===== config.mk =====
export PLATFORM = sky130hd
export DESIGN_NAME = debounce_sync_flat
export DESIGN_NICKNAME = d
export VERILOG_FILES = /design/src/rtl/debounce_sync_pkg.sv /design/src/rtl/debounce_sync_if.sv /design/src/rtl/debounce_sync_sync_chain.sv /design/src/rtl/debounce_sync.sv /design/src/flat_wrapper.sv
export SDC_FILE = /design/constraint.sdc
export NUM_CORES = 1
export LEC_CHECK = 0
export BUFFER_PORTS_ARGS = -buffer_cell sky130_fd_sc_hd__clkbuf_2
export CAP_MARGIN = 20
export CORE_AREA = 3 3 40 42
export CTS_CLUSTER_SIZE = 40
export DETAILED_ROUTE_END_ITERATION = 16
export DIE_AREA = 0 0 43 45
export SETUP_SLACK_MARGIN = 0.4
export SLEW_MARGIN = 20
export SYNTH_ARGS = -nofsm -noshare
export SYNTH_HDL_FRONTEND = slang
export SYNTH_SLANG_ARGS = --single-unit

===== constraint.sdc =====
create_clock -name CLK -period 1.65 [get_ports CLK]
set_input_delay 0.0825 -clock CLK [delete_from_list [all_inputs] [get_ports CLK]]
set_output_delay 0.0825 -clock CLK [all_outputs]
set_load 0.005 [all_outputs]

===== src/rtl/debounce_sync_pkg.sv =====
`default_nettype none
// ============================================================================
//  Module      : debounce_sync_pkg
//  Description : Shared FSM state encodings and default parameter values for
//                the input debouncer / synchronizer.
//  Revision    : 1.0  initial release
// ============================================================================
package debounce_sync_pkg;

    // Debounce FSM states, fixed encodings
    typedef enum logic [1:0] {
        STABLE_LO = 2'd0,
        WAIT_HI   = 2'd1,
        STABLE_HI = 2'd2,
        WAIT_LO   = 2'd3
    } state_t;

    localparam int c_default_sync_stages     = 2;
    localparam int c_default_debounce_cycles = 4;

endpackage : debounce_sync_pkg
`default_nettype wire


===== src/rtl/debounce_sync_if.sv =====
`default_nettype none
// ============================================================================
//  Module      : debounce_sync_if
//  Description : Raw input and conditioned outputs of the debouncer.
//                master = the side driving the raw input A,
//                slave  = the debouncer itself.
//  Revision    : 1.0  initial release
// ============================================================================
interface debounce_sync_if;
    logic A;
    logic X;
    logic RISE;
    logic FALL;
    logic BUSY;

    modport master (output A, input  X, RISE, FALL, BUSY);
    modport slave  (input  A, output X, RISE, FALL, BUSY);
endinterface : debounce_sync_if
`default_nettype wire


===== src/rtl/debounce_sync_sync_chain.sv =====
`default_nettype none
// ============================================================================
//  Module      : sync_chain
//  Description : Plain flip-flop shift chain bringing an asynchronous level
//                into the CLK domain. No logic between stages.
//  Revision    : 1.0  initial release
// ============================================================================
module sync_chain #(
    parameter int SYNC_STAGES = 2
) (
    input  wire logic CLK,
    input  wire logic RST,
    input  wire logic D,
    output logic      Q
);

    logic [SYNC_STAGES-1:0] r_sync;

    // Shift the raw input through the chain; stage 0 takes D
    always_ff @(posedge CLK) begin
        if (RST) begin
            r_sync <= '0;
        end else begin
            r_sync <= {r_sync[SYNC_STAGES-2:0], D};
        end
    end

    assign Q = r_sync[SYNC_STAGES-1];

endmodule : sync_chain
`default_nettype wire


===== src/rtl/debounce_sync.sv =====
`default_nettype none
// ============================================================================
//  Module      : debounce_sync
//  Description : Synchronizes a bouncy asynchronous input and accepts a level
//                change only after DEBOUNCE_CYCLES consecutive agreeing
//                synchronized samples. Produces a registered level X plus
//                one-cycle RISE/FALL pulses and a BUSY qualification flag.
//  Revision    : 1.0  initial release
// ============================================================================
module debounce_sync
    import debounce_sync_pkg::*;
#(
    parameter int SYNC_STAGES     = c_default_sync_stages,
    parameter int DEBOUNCE_CYCLES = c_default_debounce_cycles
) (
    input  wire logic       CLK,
    input  wire logic       RST,
    debounce_sync_if.slave  dbif
);

    localparam int              CNT_W      = $clog2(DEBOUNCE_CYCLES + 1);
    localparam logic [CNT_W-1:0] c_cnt_last = CNT_W'(DEBOUNCE_CYCLES - 1);
    localparam logic [CNT_W-1:0] c_cnt_one  = CNT_W'(1);

    logic             w_s;
    state_t           r_state, w_state_nxt;
    logic [CNT_W-1:0] r_cnt,   w_cnt_nxt;
    logic             r_x,     w_x_nxt;
    logic             r_rise,  w_rise_nxt;
    logic             r_fall,  w_fall_nxt;
    logic             r_busy,  w_busy_nxt;

    sync_chain #(
        .SYNC_STAGES (SYNC_STAGES)
    ) u_sync_chain (
        .CLK (CLK),
        .RST (RST),
        .D   (dbif.A),
        .Q   (w_s)
    );

    // State, counter and all outputs are registered together
    always_ff @(posedge CLK) begin
        if (RST) begin
            r_state <= STABLE_LO;
            r_cnt   <= '0;
            r_x     <= 1'b0;
            r_rise  <= 1'b0;
            r_fall  <= 1'b0;
            r_busy  <= 1'b0;
        end else begin
            r_state <= w_state_nxt;
            r_cnt   <= w_cnt_nxt;
            r_x     <= w_x_nxt;
            r_rise  <= w_rise_nxt;
            r_fall  <= w_fall_nxt;
            r_busy  <= w_busy_nxt;
        end
    end

    // Next-state logic: any disagreeing sample during qualification restarts from zero
    always_comb begin
        w_state_nxt = r_state;
        w_cnt_nxt   = r_cnt;
        w_x_nxt     = r_x;
        w_rise_nxt  = 1'b0;
        w_fall_nxt  = 1'b0;

        case (r_state)
            STABLE_LO: begin
                if (w_s) begin
                    w_state_nxt = WAIT_HI;
                    w_cnt_nxt   = c_cnt_one;
                end
            end
            WAIT_HI: begin
                if (!w_s) begin
                    w_state_nxt = STABLE_LO;
                    w_cnt_nxt   = '0;
                end else if (r_cnt == c_cnt_last) begin
                    w_state_nxt = STABLE_HI;
                    w_cnt_nxt   = '0;
                    w_x_nxt     = 1'b1;
                    w_rise_nxt  = 1'b1;
                end else begin
                    w_cnt_nxt   = r_cnt + c_cnt_one;
                end
            end
            STABLE_HI: begin
                if (!w_s) begin
                    w_state_nxt = WAIT_LO;
                    w_cnt_nxt   = c_cnt_one;
                end
            end
            WAIT_LO: begin
                if (w_s) begin
                    w_state_nxt = STABLE_HI;
                    w_cnt_nxt   = '0;
                end else if (r_cnt == c_cnt_last) begin
                    w_state_nxt = STABLE_LO;
                    w_cnt_nxt   = '0;
                    w_x_nxt     = 1'b0;
                    w_fall_nxt  = 1'b1;
                end else begin
                    w_cnt_nxt   = r_cnt + c_cnt_one;
                end
            end
            default: begin
                w_state_nxt = STABLE_LO;
                w_cnt_nxt   = '0;
                w_x_nxt     = 1'b0;
            end
        endcase

        w_busy_nxt = (w_state_nxt == WAIT_HI) || (w_state_nxt == WAIT_LO);
    end

    assign dbif.X    = r_x;
    assign dbif.RISE = r_rise;
    assign dbif.FALL = r_fall;
    assign dbif.BUSY = r_busy;

endmodule : debounce_sync
`default_nettype wire

===== src/flat_wrapper.sv =====
// flat-port wrapper written by rule: the top's interface ports become plain ports
module debounce_sync_flat import debounce_sync_pkg::*;
#(
    parameter int SYNC_STAGES     = c_default_sync_stages,
    parameter int DEBOUNCE_CYCLES = c_default_debounce_cycles
)
  (CLK, RST, dbif_A, dbif_X, dbif_RISE, dbif_FALL, dbif_BUSY);
  debounce_sync_if dbif_i ();
  input  wire logic CLK;
  input  wire logic RST;
  input wire logic [$bits(dbif_i.A)-1:0] dbif_A;
  output wire logic [$bits(dbif_i.X)-1:0] dbif_X;
  output wire logic [$bits(dbif_i.RISE)-1:0] dbif_RISE;
  output wire logic [$bits(dbif_i.FALL)-1:0] dbif_FALL;
  output wire logic [$bits(dbif_i.BUSY)-1:0] dbif_BUSY;
  assign dbif_i.A = dbif_A;
  assign dbif_X = dbif_i.X;
  assign dbif_RISE = dbif_i.RISE;
  assign dbif_FALL = dbif_i.FALL;
  assign dbif_BUSY = dbif_i.BUSY;
  debounce_sync #(.SYNC_STAGES(SYNC_STAGES), .DEBOUNCE_CYCLES(DEBOUNCE_CYCLES)) u_core (.CLK(CLK), .RST(RST), .dbif(dbif_i));
endmodule

[Yosys cells after proc, flatten, opt, wreduce, memory -nomap -nowiden]
Index checks and enable logic that the tools add are counted.
Storage, ports and cells
  logic and storage cells: 49
  register bits after elaboration: 11
  bits of input ports: 3
Cells by class
  muxes and demuxes: 19
  bitwise gates (word level): 3
  reductions and logical operators: 7
  $add $sub $neg: 1
  eq/ne operators: 12
Operator list (number)
  $mux 3: 5
  $mux 2: 6
  $pmux 3 s4: 1
  $ne 2x2->1 const B: 4
  $pmux 2 s4: 1
  $eq 2x2->1 const B: 3
  $reduce_or 3->1: 2
  $mux 1: 5
  $reduce_and 5->1: 1
  $eq 2x1->1 const B: 2
  $ne 2x1->1 const B: 2
  $add 3x1->3 const B: 1
  $eq 3x2->1 const B: 1
  $not 1->1: 3
  $logic_not 2->1: 1
  $pmux 1 s2: 1
  $reduce_and 2->1: 1
  $reduce_bool 2->1: 1
  $logic_or 1x1->1: 1

[Longest topological paths before layout]
  depth after elaboration: 6
  gate-level depth with buffers: 4
  gate-level depth less buffers: 4

[By module]
Synthesis repeated with hierarchy kept, for this count alone.
Unflattened totals
  cells, all modules: 38
  area total of the unflattened synthesis: 424.2 sq um
By module, submodules not included
  debounce_sync: instances 1, cells each 34, seq. area each 160.2 sq um, area an instance 371.6 sq um
  sync_chain: instances 1, cells each 4, seq. area each 40.0 sq um, area an instance 52.6 sq um

[Least setup slack after synthesis]
Ideal clock, no wire load.
  path kind: reg2reg
  from: register u_core.u_sync_chain.r_sync[1]
  to: register u_core.r_cnt[2]
  data arrival time: 1.098 ns
  required time: 1.578 ns
  period minus slack after synthesis: 1.171 ns
  cell stages (with the launch flop): 4
  path slack: 0.479 ns
  path buffers: 0
  path through: dfxtp_1 xor2_2 mux2_1 nor3b_2
On the way
  longest elaborated chain between the ends: 2
  elaborated cells between the ends (all ways): 6
  those cells by class: 2 x eq/ne; 3 x mux; 1 x reduce/logical
Ends and longest elaborated chain
  start, declared: RTL line debounce_sync_sync_chain.sv:17  | logic [SYNC_STAGES-1:0] r_sync;
  start signal, assigned: RTL line debounce_sync_sync_chain.sv:24  | r_sync <= {r_sync[SYNC_STAGES-2:0], D};
  $mux 3, or another cell as far along: RTL line debounce_sync.sv:96  | if (w_s) begin
  $pmux 3 s4 / $reduce_and 2->1 (equally long branches)
  end signal, assigned: RTL line debounce_sync.sv:53  | r_cnt <= w_cnt_nxt;
  end, declared: RTL line debounce_sync.sv:27  | logic [CNT_W-1:0] r_cnt, w_cnt_nxt;
Parallel ways exist; a longest one is shown, timed or not.
A chain may end at the register's enable or synchronous reset.

[Worst setup path after layout]
Ends and elaborated chain as after synthesis.

==> results.md <==
* Total negative slack at 0 ns
* Worst EP arrival at roughly 1.4 ns
* Vias in the first global route at between 200 and 300
* Final setup violation count at 0
* Clock Sinks at 11
* Largest net degree at the start of global routing at 13
* Crit Path Class: reg -> reg
* CP required at around 1.8 ns
* Post-synth top cells: 11 x dfxtp_1, 3 x a21oi_1, 3 x nand2_1, 3 x nor2_1
* GR Util met1 at a little under a tenth
* Clk slew on worst S/H paths at 0.06 ns
* Ant diodes at 0
* Netlist cell types at 21
* Worst hold path class: in -> reg
* Status: finished clean
* Slew margin rel. at 83.8%
* WL final at a little under 600 um
* Die ar. at a little under 2000 um^2
* DP Area at 458 um^2
* Worst setup margin at 0.472 ns
* Crit start category: flip-flop
* Via count at between 300 and 400
* GR Layer Usage met3 at around 6%
* Synth Flop Type: dfxtp_1
* Syn Inst Count at 39
* Worst-skew pair later-pin latency at roughly 0.26 ns
* Post-synth EDFFs at 0
* GP Congestion at approximately 0.67
* M2 GR Usage at about an eighth
* Violation count after the first detailed-route iteration at 6
* Core Rows at 13
* Antenna viol nets, final at 0
* CTS tree: yes
* Core Footprint at 1280 um^2
* Critical Path End Type: flip-flop
* DRC violations left at 0
* Die Height at 45 um
* First-pass GRT wire length at between 1000 and 1500 um
* Area growth from synthesis to layout at 19.5%
* Dpl ws at slightly below 0.4 ns
* Clock skew at 0.00155 ns
* DRT Pass-1 Iters at 2
* Synth async-reset ratio at 0%
* Period Utilization, post-route at between 70% and 80%
* Layout cells sized above 1 at between 30% and 40%
* Post-route cell area at about 500 um^2
* Total CTS buffers at 3
* Clock Tree Root: clkbuf_4
* Hold_buf cts at 0
* Top Ports at 7
* P_leak at just under 0.2 nW
* RSZ-0062 raised after global routing: false
* Syn. warnings at 0
* Share of the synthesized area in the top cell type at a little over half
* Yosys top cell by area: dfxtp_1
* Slew Viols, Final at 0
* Pwr dens at 977 nW/um^2
* Max-Cap Viols at 0
* Top-count cell post-synth: dfxtp_1
* Final hold vios at 0
* Max VDD drop at ~0.32 mV
* Die X at 43 um
* Top cells by area, synth: dfxtp_1 53%, nor4b_1 4.2%, xor2_2 3.9%
* Vias per Instance at approximately 4.8
* GRT Util Overall at under 10%
* Flops & latches, synth at 11
* Worst Max-Slew Pin Slew at ~0.24 ns
* Mapped Nets at between 40 and 50
* Starting Density at around a third
* Worst Path Max Fanout at 6
* H-tree depth at 1
* Avg Synthesized Cell Area at between 10 and 15 um^2
* IO buf count at 6
* Mapped Area at between 400 and 500 um^2
* Tmin final at approximately 1.2 ns
* Final #Nets at 54
* Worst R2R Setup Slack at 0.47 ns
* Sequential area share after synthesis at 52.9%
* CTS Buffer Depth at 2
* Fmax at between 800 and 900 MHz
* Initial antenna violation count at 0
* Layer with the highest usage: met2
* Gr ovfl total at 0
* Per-cell routed wire length at ~9.3 um
## kinds of logic (layout without fill, tap and decap cells)
kind of cell	Yosys count	after routing	share of synthesized area [%]
AND/OR/NAND/NOR	16	16	24.6
buffers and inverters	2	12	2.70
multiplexers	1	1	2.70
AO/OA/AOI/OAI	7	7	10.2
adder cells (fa/ha/maj)	1	1	3.00
XOR/XNOR	1	1	3.90
flip-flops	11	11	52.9
## report_power, final
part | switching, mW | total, mW | internal (mW) | leakage, nW
clock | 0.0819 | 0.175 | 0.0935 | 0.0150
combinational | 0.0136 | 0.0288 | 0.0152 | 0.0902
sequential | 0.00717 | 0.282 | 0.275 | 0.0908
## registers in the layout, summed over array words and instances, names as in the netlist
signal and count:
u_core.r_state 2, u_core.u_sync_chain.r_sync 2, u_core.dbif.BUSY 1, u_core.dbif.FALL 1
u_core.dbif.X 1, u_core.r_cnt 3, u_core.dbif.RISE 1
## final cells by class
class | count | area [um^2]
clock buffers | 4 | 26.3
fillers | 139 | 787
inverters | 1 | 3.75
multi-input cells | 26 | 188
flip-flops and latches | 11 | 224
well taps | 15 | 18.8
repair buffers | 7 | 37.5
## cell usage in the layout, fill, tap and decap left out, drive strengths merged, types with 2 or more instances in the layout
cell type	count
clkbuf	10
nor4b	2
nand2	3
nor2b	2
dfxtp	11
nor2	3
a21oi	3
## final timing paths
path | cells after the start | end | start
worst min register to register | 1 | u_core.r_cnt[0] | u_core.r_cnt[0]
worst min-delay path | 2 | u_core.u_sync_chain.r_sync[0] | dbif_A
worst max register to register | 3 | u_core.r_cnt[2] | u_core.u_sync_chain.r_sync[1]
worst max-delay path | 3 | u_core.r_cnt[2] | u_core.u_sync_chain.r_sync[1]
## worst max-delay path: stages, from the launching register on
cell and delay (ns):
dfxtp_2 0.39, xor2_2 0.22, mux2_1 0.36, nor3b_2 0.14
## per-layer routing
metal	share of wire, %	wire (um)	up-vias
li1	-	-	157
met1	43	258	142
met2	49	289	8
met3	7.7	46	0
met4	0	0	0
met5	0	0	-
## stage by stage
step | hold WS (ns) | power (mW) | cells | util (%)
floorplan | 0.154 | 0.306 | 39 | -
global placement | 0.297 | 0.316 | 59 | 35.6
detailed placement | 0.307 | 0.316 | 59 | 35.6
CTS | 0.0237 | 0.502 | 64 | 38.3
global route | 0.0341 | 0.523 | 64 | 38.8
finish | 0.0291 | 0.487 | 64 | 38.8
## repair_timing
| item | CTS | global route |
|---|---|---|
| resized for setup | 0 | 4 |
| setup buffers | 1 | 0 |
| endpoints found under the hold margin | 0 | 0 |
| pin swaps | 1 | 0 |
| endpoints found under the setup margin | 1 | 2 |
No activity file was read; power rests on OpenSTA's default activity.
